[src/rtl/pipe_reg_decode_execute.sv]
// Decode->Execute pipeline register with stall hold, flush bubble and valid tracking.
// Optional stall/flush counters are compiled in when PIPE_STATS_EN is defined.
module pipe_reg_decode_execute #(
  parameter int DATA_W  = 32,
  parameter int REG_W   = 5,
  parameter int CTRL_W  = 12,
  parameter int COUNT_W = 16
) (
  input  logic               clk,
  input  logic               rst,
  input  logic               StallE,
  input  logic               FlushE,
  input  logic               ValidD,
  input  logic [CTRL_W-1:0]  CtrlD,
  input  logic [DATA_W-1:0]  RD1D,
  input  logic [DATA_W-1:0]  RD2D,
  input  logic [DATA_W-1:0]  PCD,
  input  logic [DATA_W-1:0]  PCPlus4D,
  input  logic [DATA_W-1:0]  ImmExtD,
  input  logic [REG_W-1:0]   RdD,
  input  logic [REG_W-1:0]   Rs1D,
  input  logic [REG_W-1:0]   Rs2D,
  output logic               ValidE,
  output logic [CTRL_W-1:0]  CtrlE,
  output logic [DATA_W-1:0]  RD1E,
  output logic [DATA_W-1:0]  RD2E,
  output logic [DATA_W-1:0]  PCE,
  output logic [DATA_W-1:0]  PCPlus4E,
  output logic [DATA_W-1:0]  ImmExtE,
  output logic [REG_W-1:0]   RdE,
  output logic [REG_W-1:0]   Rs1E,
  output logic [REG_W-1:0]   Rs2E,
  output logic [COUNT_W-1:0] StallCntE,
  output logic [COUNT_W-1:0] FlushCntE
);

  typedef struct packed {
    logic              valid;
    logic [CTRL_W-1:0] ctrl;
    logic [DATA_W-1:0] rd1;
    logic [DATA_W-1:0] rd2;
    logic [DATA_W-1:0] pc;
    logic [DATA_W-1:0] pc_plus4;
    logic [DATA_W-1:0] imm;
    logic [REG_W-1:0]  rd;
    logic [REG_W-1:0]  rs1;
    logic [REG_W-1:0]  rs2;
  } id_ex_t;

  id_ex_t e_d, e_q;

  // Flush beats stall; an invalid decode slot still carries data but no control.
  always_comb begin
    e_d = e_q;
    if (FlushE) begin
      e_d = '0;
    end else if (!StallE) begin
      e_d.valid    = ValidD;
      e_d.ctrl     = ValidD ? CtrlD : '0;
      e_d.rd1      = RD1D;
      e_d.rd2      = RD2D;
      e_d.pc       = PCD;
      e_d.pc_plus4 = PCPlus4D;
      e_d.imm      = ImmExtD;
      e_d.rd       = RdD;
      e_d.rs1      = Rs1D;
      e_d.rs2      = Rs2D;
    end
  end

  always_ff @(posedge clk) begin
    if (rst) e_q <= '0;
    else     e_q <= e_d;
  end

  assign ValidE   = e_q.valid;
  assign CtrlE    = e_q.ctrl;
  assign RD1E     = e_q.rd1;
  assign RD2E     = e_q.rd2;
  assign PCE      = e_q.pc;
  assign PCPlus4E = e_q.pc_plus4;
  assign ImmExtE  = e_q.imm;
  assign RdE      = e_q.rd;
  assign Rs1E     = e_q.rs1;
  assign Rs2E     = e_q.rs2;

`ifdef PIPE_STATS_EN
  logic [COUNT_W-1:0] stall_cnt_d, stall_cnt_q;
  logic [COUNT_W-1:0] flush_cnt_d, flush_cnt_q;

  // Saturating counters: stop at all-ones rather than wrap.
  always_comb begin
    stall_cnt_d = stall_cnt_q;
    flush_cnt_d = flush_cnt_q;
    if (FlushE && flush_cnt_q != '1)
      flush_cnt_d = flush_cnt_q + 1'b1;
    if (StallE && !FlushE && stall_cnt_q != '1)
      stall_cnt_d = stall_cnt_q + 1'b1;
  end

  always_ff @(posedge clk) begin
    if (rst) begin
      stall_cnt_q <= '0;
      flush_cnt_q <= '0;
    end else begin
      stall_cnt_q <= stall_cnt_d;
      flush_cnt_q <= flush_cnt_d;
    end
  end

  assign StallCntE = stall_cnt_q;
  assign FlushCntE = flush_cnt_q;
`else
  assign StallCntE = {COUNT_W{1'b0}};
  assign FlushCntE = {COUNT_W{1'b0}};
`endif

endmodule

[config.mk]
export PLATFORM = sky130hd
export DESIGN_NAME = pipe_reg_decode_execute
export DESIGN_NICKNAME = d
export VERILOG_FILES = /design/src/rtl/pipe_reg_decode_execute.sv
export SDC_FILE = /design/constraint.sdc
export NUM_CORES = 1
export LEC_CHECK = 0
export CAP_MARGIN = 20
export CORE_AREA = 4 4 159 161
export DETAILED_ROUTE_END_ITERATION = 8
export DIE_AREA = 0 0 163 165
export GPL_ROUTABILITY_DRIVEN = 1
export HOLD_SLACK_MARGIN = 0.12
export PLACE_DENSITY = 0.63
export SYNTH_ARGS = -nofsm -noshare
export SYNTH_HDL_FRONTEND = slang
export SYNTH_SLANG_ARGS = --single-unit
[constraint.sdc]
create_clock -name clk -period 1.8 [get_ports clk]
set_input_delay 0.36 -clock clk [delete_from_list [all_inputs] [get_ports clk]]
set_output_delay 0.36 -clock clk [all_outputs]
set_load 0.03 [all_outputs]
# [After elaboration in Yosys (flattened, before gate mapping)]
# Cells that the tools add are included.
# Widths: inputs -> output; s select.
[totals] out_inout_bits=220 reg_bits=188 elab_cells=12
[classes] reduce_logical=1 mux=1
[op_table] operator="$mux 12" count=1
[op_table] operator="$reduce_or 2->1" count=1

# [Longest topological paths before layout]
# Gate-level depths: netlist (run 1).
[depth] word_depth=1 depth_mapped=5

# [Worst setup path after synthesis (run 1)]
# Ideal clock, no wire load.
[synth_timing] path_kind="input-to-reg" start="input FlushE" end="register e_q, in the netlist PCE[0]" arrival_time_ns=1.064 setup_time_ns=0.065 path_stages=5 n_path_buf=3 required_time_ns=1.735 path_slack_ns=0.672 path_cell_list="or2_1 buf_6 buf_12 buf_8 nor2_1"
[synth_between] elab_chain_cells=1
[synth_rtl] item="start: declaration" line_no="12" rtl="input logic FlushE,"
[synth_rtl] item="$reduce_or 2->1 (no line)"
[synth_rtl] item="end signal: assignment" line_no="72" rtl="if (rst) e_q <= '0;"
[synth_rtl] item="end signal: assignment" line_no="73" rtl="else e_q <= e_d;"
[synth_rtl] item="end: declaration" line_no="50" rtl="id_ex_t e_d, e_q;"
# No other way between the ends.
# A chain may end at the register's enable or synchronous reset.

# [Worst setup path in the final report (run 1)]
[layout_timing] start="register e_q, in the netlist ImmExtE[7]" end="output ImmExtE[7]"
[layout_lines] item="end: declaration" line_no="29" rtl="output logic [DATA_W-1:0] ImmExtE,"
# No word-level cell between the ends.

==> flow_summary.yaml, run 1 <==
pwr:
  power_density_nw_per_um2: 842
  power_frac_seq: 0.456
  switching_share: 0.272
  power_frac_clock: 0.385
  leakage_nw: 5.65
  pwr-share-comb: 0.159
  p_sw_mw: 2.59
  p_int_mw: 6.95
  ir_drop_uv: 464
synthesis:
  ys_top_cells_by_area: "dfxtp_1 54%, mux2i_1 25%, nor2_1 9.4%, buf_4 4.3%, buf_8 2.1%"
  ys.flop_type: "dfxtp_1"
  synth-seq-cells: 188
  async_reset_ff_frac: 0
  netlist.area_leader.share: 0.538
  synth_top_area_cell: "dfxtp_1"
  avgSynthCellArea_um2: 10.7
  synth_most_common_cell: "dfxtp_1"
  synth_edf_count: 0
  synth_sequential_area_ratio: 0.538
  synthCells: 654
  synth_area_um2: 7000
  synth_cell_types: 15
  synth_commonest_cells: "188 x dfxtp_1, 176 x mux2i_1, 176 x nor2_1"
  ys.warnings.count: 0
die:
  start_util: 0.292
  core.rowCount: 57
  coreArea_um2: 24000
  die_h_um: 165
  boundaryPins: 412
  dieArea_um2: 26900
  die_x_um: 163
drt:
  wl_met2_um: 10500
  wire_per_inst_um: 15.6
  dr_total_vias: 5685
  drt_first_pass_iters: 4
  wl_met3_um: 2390
  postRouteAntennaNets: 0
  drc: 0
  vias_per_cell: 4.17
  wl_met1_um: 8040
  top_layer: "met4"
  drt_iter0_drc: 262
  finalWirelength_um: 21300
worst_setup_path:
  end_kind: "output pin"
  cp_num_buf_inv: 1
  cpLargestDelayFamily: "buffers and inverters"
  max_stage_delay_ns: 0.43
  critPathMaxFanout: 2
  critical_path_arrival_ns: 1.23
  crit_type: "reg -> out"
  crit_chain: "dlygate4sd2_1"
  required_ns: 1.44
  cp-start-kind: "flop"
  crit_slowest_cell: "dlygate4sd2_1"
placed_design:
  numPortBuffers: 379
  gp_congestion: 0.736
  placed_area_um2: 11000
  place_hpwl_um: 16200
  dpl.cell_count: 1330
finish:
  area_growth_syn_to_layout_pct: 62.0
  antennaDiodeCount: 0
  layout-drive-gt1-share: 0.0491
  nets: 1217
  layout.cells.non_filler: 1362
  final_cell_area_um2: 11300
global_routing:
  antenna_found_initial: 0
  grt_util_all_layers: 0.149
  overflow: 0
  grt_max_degree: 75
  grt_first_pass_wirelength_um: 31600
  grt_pass1_vias: 5731
sta:
  setup_viol: 0
  tightest_slew_ns: 0.498
  hold_viol: 0
  rsz0062_at_grt: "false"
  clock.fmax_ghz: 0.629
  drv_slew: 0
  slew-limit-headroom: 0.667
  finalSetupTns_ns: 0
  fin_skew_ns: 0
  finalCritPeriodShare: 0.883
  period_needed_ns: 1.59
run:
  drv_cap: 0
hold_path:
  hold_class: "in -> reg"
clocking:
  cts_tree: "yes"
  cts_sinks: 188
  post_cts_buffers: 0
  cts_buffers: 17
  ctsHoldBuffers: 0
  path_clk_slew_ns: 0.08
  cts_buffer_depth: 2
  h-tree-depth: 4
  ctsRootBufferMaster: "clkbuf_16"
  clk_latency_ns: 0.41
status:
  outcome: "complete, no violations"
power by group through the flow:
stage	clock network (mW)	logic, mW	registers (mW)
floorplan	0	0.623	4.72
global placement	0	1.61	4.45
detailed placement	0	1.62	4.46
CTS	3.86	1.54	4.35
global route	4.03	1.62	4.37
finish	3.68	1.52	4.35
path summary, 6_finish.rpt:
path	start	endpoint	slack, ns	cells after the start
min reg2reg	CtrlE[9]	CtrlE[9]	0.45	2
max	ImmExtE[7]	ImmExtE[7]	0.21	1
min	StallE	RD2E[18]	0.41	3
max reg2reg	RD2E[7]	RD2E[7]	1.16	2
layer usage:
| metal | vias to the layer above | global-route usage |
|---|---|---|
| met2 | 250 | 0.260 |
| li1 | 2833 | - |
| met1 | 2584 | 0.159 |
| met5 | - | 0 |
| met4 | 0 | 0.0465 |
| met3 | 18 | 0.0736 |
cell families (layout without fill, tap and decap cells):
| kind of cell | after synthesis | count (layout) | synth area share |
|---|---|---|---|
| simple gates | 201 | 201 | 0.115 |
| flops | 188 | 188 | 0.538 |
| mux | 176 | 176 | 0.252 |
| buf+inv | 76 | 429 | 0.0872 |
| compound gates | 12 | 12 | 0.00858 |
| other cells | 1 | 32 | 0.000536 |
cell usage in the layout (no fill, tap or decap):
| master | netlist | layout |
|---|---|---|
| buf_12 | 1 | 11 |
| clkbuf_16 | 0 | 17 |
| buf_8 | 10 | 1 |
| inv_8 | 0 | 4 |
| dlygate4sd2_1 | 0 | 183 |
| mux2i_1 | 176 | 176 |
| dlymetal6s2s_1 | 0 | 5 |
| conb_1 | 1 | 32 |
| nand2_1 | 12 | 12 |
| or2_4 | 0 | 1 |
| inv_6 | 0 | 6 |
| dfxtp_1 | 188 | 188 |
| clkinv_4 | 0 | 2 |
| clkdlybuf4s50_1 | 0 | 190 |
| clkbuf_1 | 7 | 1 |
| nand3b_1 | 12 | 12 |
| clkbuf_8 | 0 | 2 |
| a21oi_1 | 12 | 12 |
| nor2_1 | 176 | 176 |
| buf_4 | 40 | 7 |
repair_timing:
item	in CTS	in global routing
hold endpoints to repair	0	0
gates resized for setup	183	5
endpoints found under the setup margin	183	5
per-stage QoR:
stage          worst slack, ns  power (mW)  hold WS, ns   util
2_1_floorplan            0.672        5.34        0.504      -
3_3_place_gp             0.239        6.06        0.440  0.458
3_5_place_dp             0.226        6.07        0.446  0.458
4_1_cts               0.000121        9.75        0.398  0.473
5_1_grt                  0.147        10.0        0.408  0.473
6_report                 0.211        9.55        0.410  0.473
sequential cells by signal, indices dropped and copies added (netlist names):
| name | count |
|---|---|
| Rs1E | 5 |
| ValidE | 1 |
| Rs2E | 5 |
| CtrlE | 12 |
| RD2E | 32 |
| RD1E | 32 |
| PCPlus4E | 32 |
| PCE | 32 |
| RdE | 5 |
| ImmExtE | 32 |
layout make-up:
| type | count | area, um^2 |
|---|---|---|
| timing repair buffer | 397 | 3850 |
| tap | 324 | 405 |
| sequential | 188 | 3760 |
| fill | 2346 | 12600 |
| multi-input combinational | 421 | 2750 |
| clock inverter | 12 | 115 |
| clock buffer | 20 | 457 |
Note: power is estimated with default switching activity, not from simulation.
==> run 2, diff against run 1 <==
--- a/config.mk
+++ b/config.mk
@@ -6,12 +6,12 @@
 export NUM_CORES = 1
 export LEC_CHECK = 0
 export CAP_MARGIN = 20
-export CORE_AREA = 4 4 159 161
+export CORE_AREA = 4 4 158 160
 export DETAILED_ROUTE_END_ITERATION = 8
-export DIE_AREA = 0 0 163 165
+export DIE_AREA = 0 0 162 164
 export GPL_ROUTABILITY_DRIVEN = 1
 export HOLD_SLACK_MARGIN = 0.12
-export PLACE_DENSITY = 0.63
+export PLACE_DENSITY = 0.64
 export SYNTH_ARGS = -nofsm -noshare
 export SYNTH_HDL_FRONTEND = slang
 export SYNTH_SLANG_ARGS = --single-unit
==> constraint.sdc (replaced) <==
create_clock -name clk -period 1.7 [get_ports clk]
set_input_delay 0.34 -clock clk [delete_from_list [all_inputs] [get_ports clk]]
set_output_delay 0.34 -clock clk [all_outputs]
set_load 0.03 [all_outputs]
==> flow_summary.yaml, run 2 (synthesis results as in run 1) <==
worst_setup_path:
  reg2reg_depth: 2
  cp_num_buf_inv: 1
  max_stage_delay_ns: 0.44
  cp-start-kind: "flop"
  required_ns: 1.36
  crit_chain: "dlygate4sd2_1"
  reg2reg_slack_ns: 1.06
  crit_type: "reg -> out"
  crit_slowest_cell: "dlygate4sd2_1"
  reg2reg_from: "PCPlus4E[6]"
  end_kind: "output pin"
  r2r-end: "PCPlus4E[6]"
  cpLargestDelayFamily: "buffers and inverters"
  critical_path_arrival_ns: 1.25
  critPathMaxFanout: 2
die:
  die_x_um: 162
  boundaryPins: 412
  dieArea_um2: 26600
  start_util: 0.299
  die_h_um: 164
  core.rowCount: 56
  coreArea_um2: 23400
drt:
  vias_per_cell: 4.20
  finalWirelength_um: 21700
  drt_iter0_drc: 175
  drt_first_pass_iters: 4
  drc: 0
  dr_total_vias: 5728
  wire_per_inst_um: 15.9
  postRouteAntennaNets: 0
finish:
  final_common_cell: "clkdlybuf4s50_1"
  nets: 1223
  post-route-util: 0.487
  antennaDiodeCount: 0
  final_cell_mix: "190 x clkdlybuf4s50_1, 188 x dfxtp_1, 186 x dlygate4sd2_1, 176 x mux2i_1, 176 x nor2_1"
  layout-drive-gt1-share: 0.0565
  final_cell_area_um2: 11400
  area_growth_syn_to_layout_pct: 62.9
sta:
  layout_setup_ws_ns: 0.107
  hold_ws_ns: 0.336
  setup_viol: 0
  finalCritPeriodShare: 0.937
  period_needed_ns: 1.59
  drv_slew: 0
  rsz0062_at_grt: "false"
  finalSetupTns_ns: 0
  fin_skew_ns: 0
  clock.fmax_ghz: 0.628
  hold_viol: 0
clocking:
  cts_tree: "yes"
  clk_latency_ns: 0.41
  path_clk_slew_ns: 0.08
  h-tree-depth: 4
  cts_buffers: 17
  ctsHoldBuffers: 0
  post_cts_buffers: 0
  cts_resized: 186
  cts_buffer_depth: 2
  ctsRootBufferMaster: "clkbuf_16"
  cts_sinks: 188
pwr:
  power_density_nw_per_um2: 890
  ir_drop_uv: 514
  leakage_nw: 5.63
hold_path:
  hold_class: "in -> reg"
  min_path_cells: 3
  min-delay-start: "StallE"
  hold_end: "ImmExtE[28]"
global_routing:
  grt_util_all_layers: 0.156
  grt_pass1_vias: 5827
  grt_max_degree: 43
  grt_first_pass_wirelength_um: 32600
  antenna_found_initial: 0
  overflow: 0
placed_design:
  pre_cts_ws_ns: 0.113
  numPortBuffers: 379
  place_hpwl_um: 16800
  placed_area_um2: 11100
  gp_congestion: 0.741
status:
  outcome: "complete, no violations"
run:
  drv_cap: 0
run 2: layer usage:
metal	global-route usage	share of wire	vias to the layer above
li1	-	-	2849
met1	0.169	0.39	2595
met2	0.260	0.47	265
met3	0.0896	0.12	19
met4	0.0484	0.018	0
met5	0	0	-
run 2: worst reg2reg max path, stage by stage, from the launching register on:
cell and delay (ns):
dfxtp_1 0.35, mux2i_1 0.15, nor2_1 0.05
run 2: report_power, final:
group	internal (mW)	total [mW]	switching, mW
logic	0.804	1.62	0.820
clock network	2.03	3.92	1.89
registers	4.54	4.61	0.0662
total	7.38	10.2	2.78
run 2: worst max path at each step:
stage | slack, ns | cells after the start | start | end
after floorplan | 0.59 | 5 | FlushE | PCE[0]
after global placement | 0.15 | 5 | FlushE | RD1E[28]
after detailed placement | 0.11 | 5 | FlushE | PCE[9]
after CTS | 0.06 | 1 | PCPlus4E[6] | PCPlus4E[6]
after global routing | 0.04 | 1 | PCPlus4E[6] | PCPlus4E[6]
final | 0.11 | 1 | RD1E[1] | RD1E[1]
run 2: through the flow:
step / power, mW / std cells
2_1_floorplan: 5.65 / 685
3_3_place_gp: 6.44 / 1331
3_5_place_dp: 6.45 / 1331
4_1_cts: 10.3 / 1363
5_1_grt: 10.6 / 1363
6_report: 10.2 / 1363
run 2: area by class of cell:
| class | count | area (um^2) |
|---|---|---|
| clock buffers | 20 | 457 |
| clock inverters | 12 | 125 |
| fillers | 2311 | 12000 |
| multi-input cells | 421 | 2750 |
| flip-flops and latches | 188 | 3760 |
| well taps | 319 | 399 |
| repair buffers | 403 | 3920 |
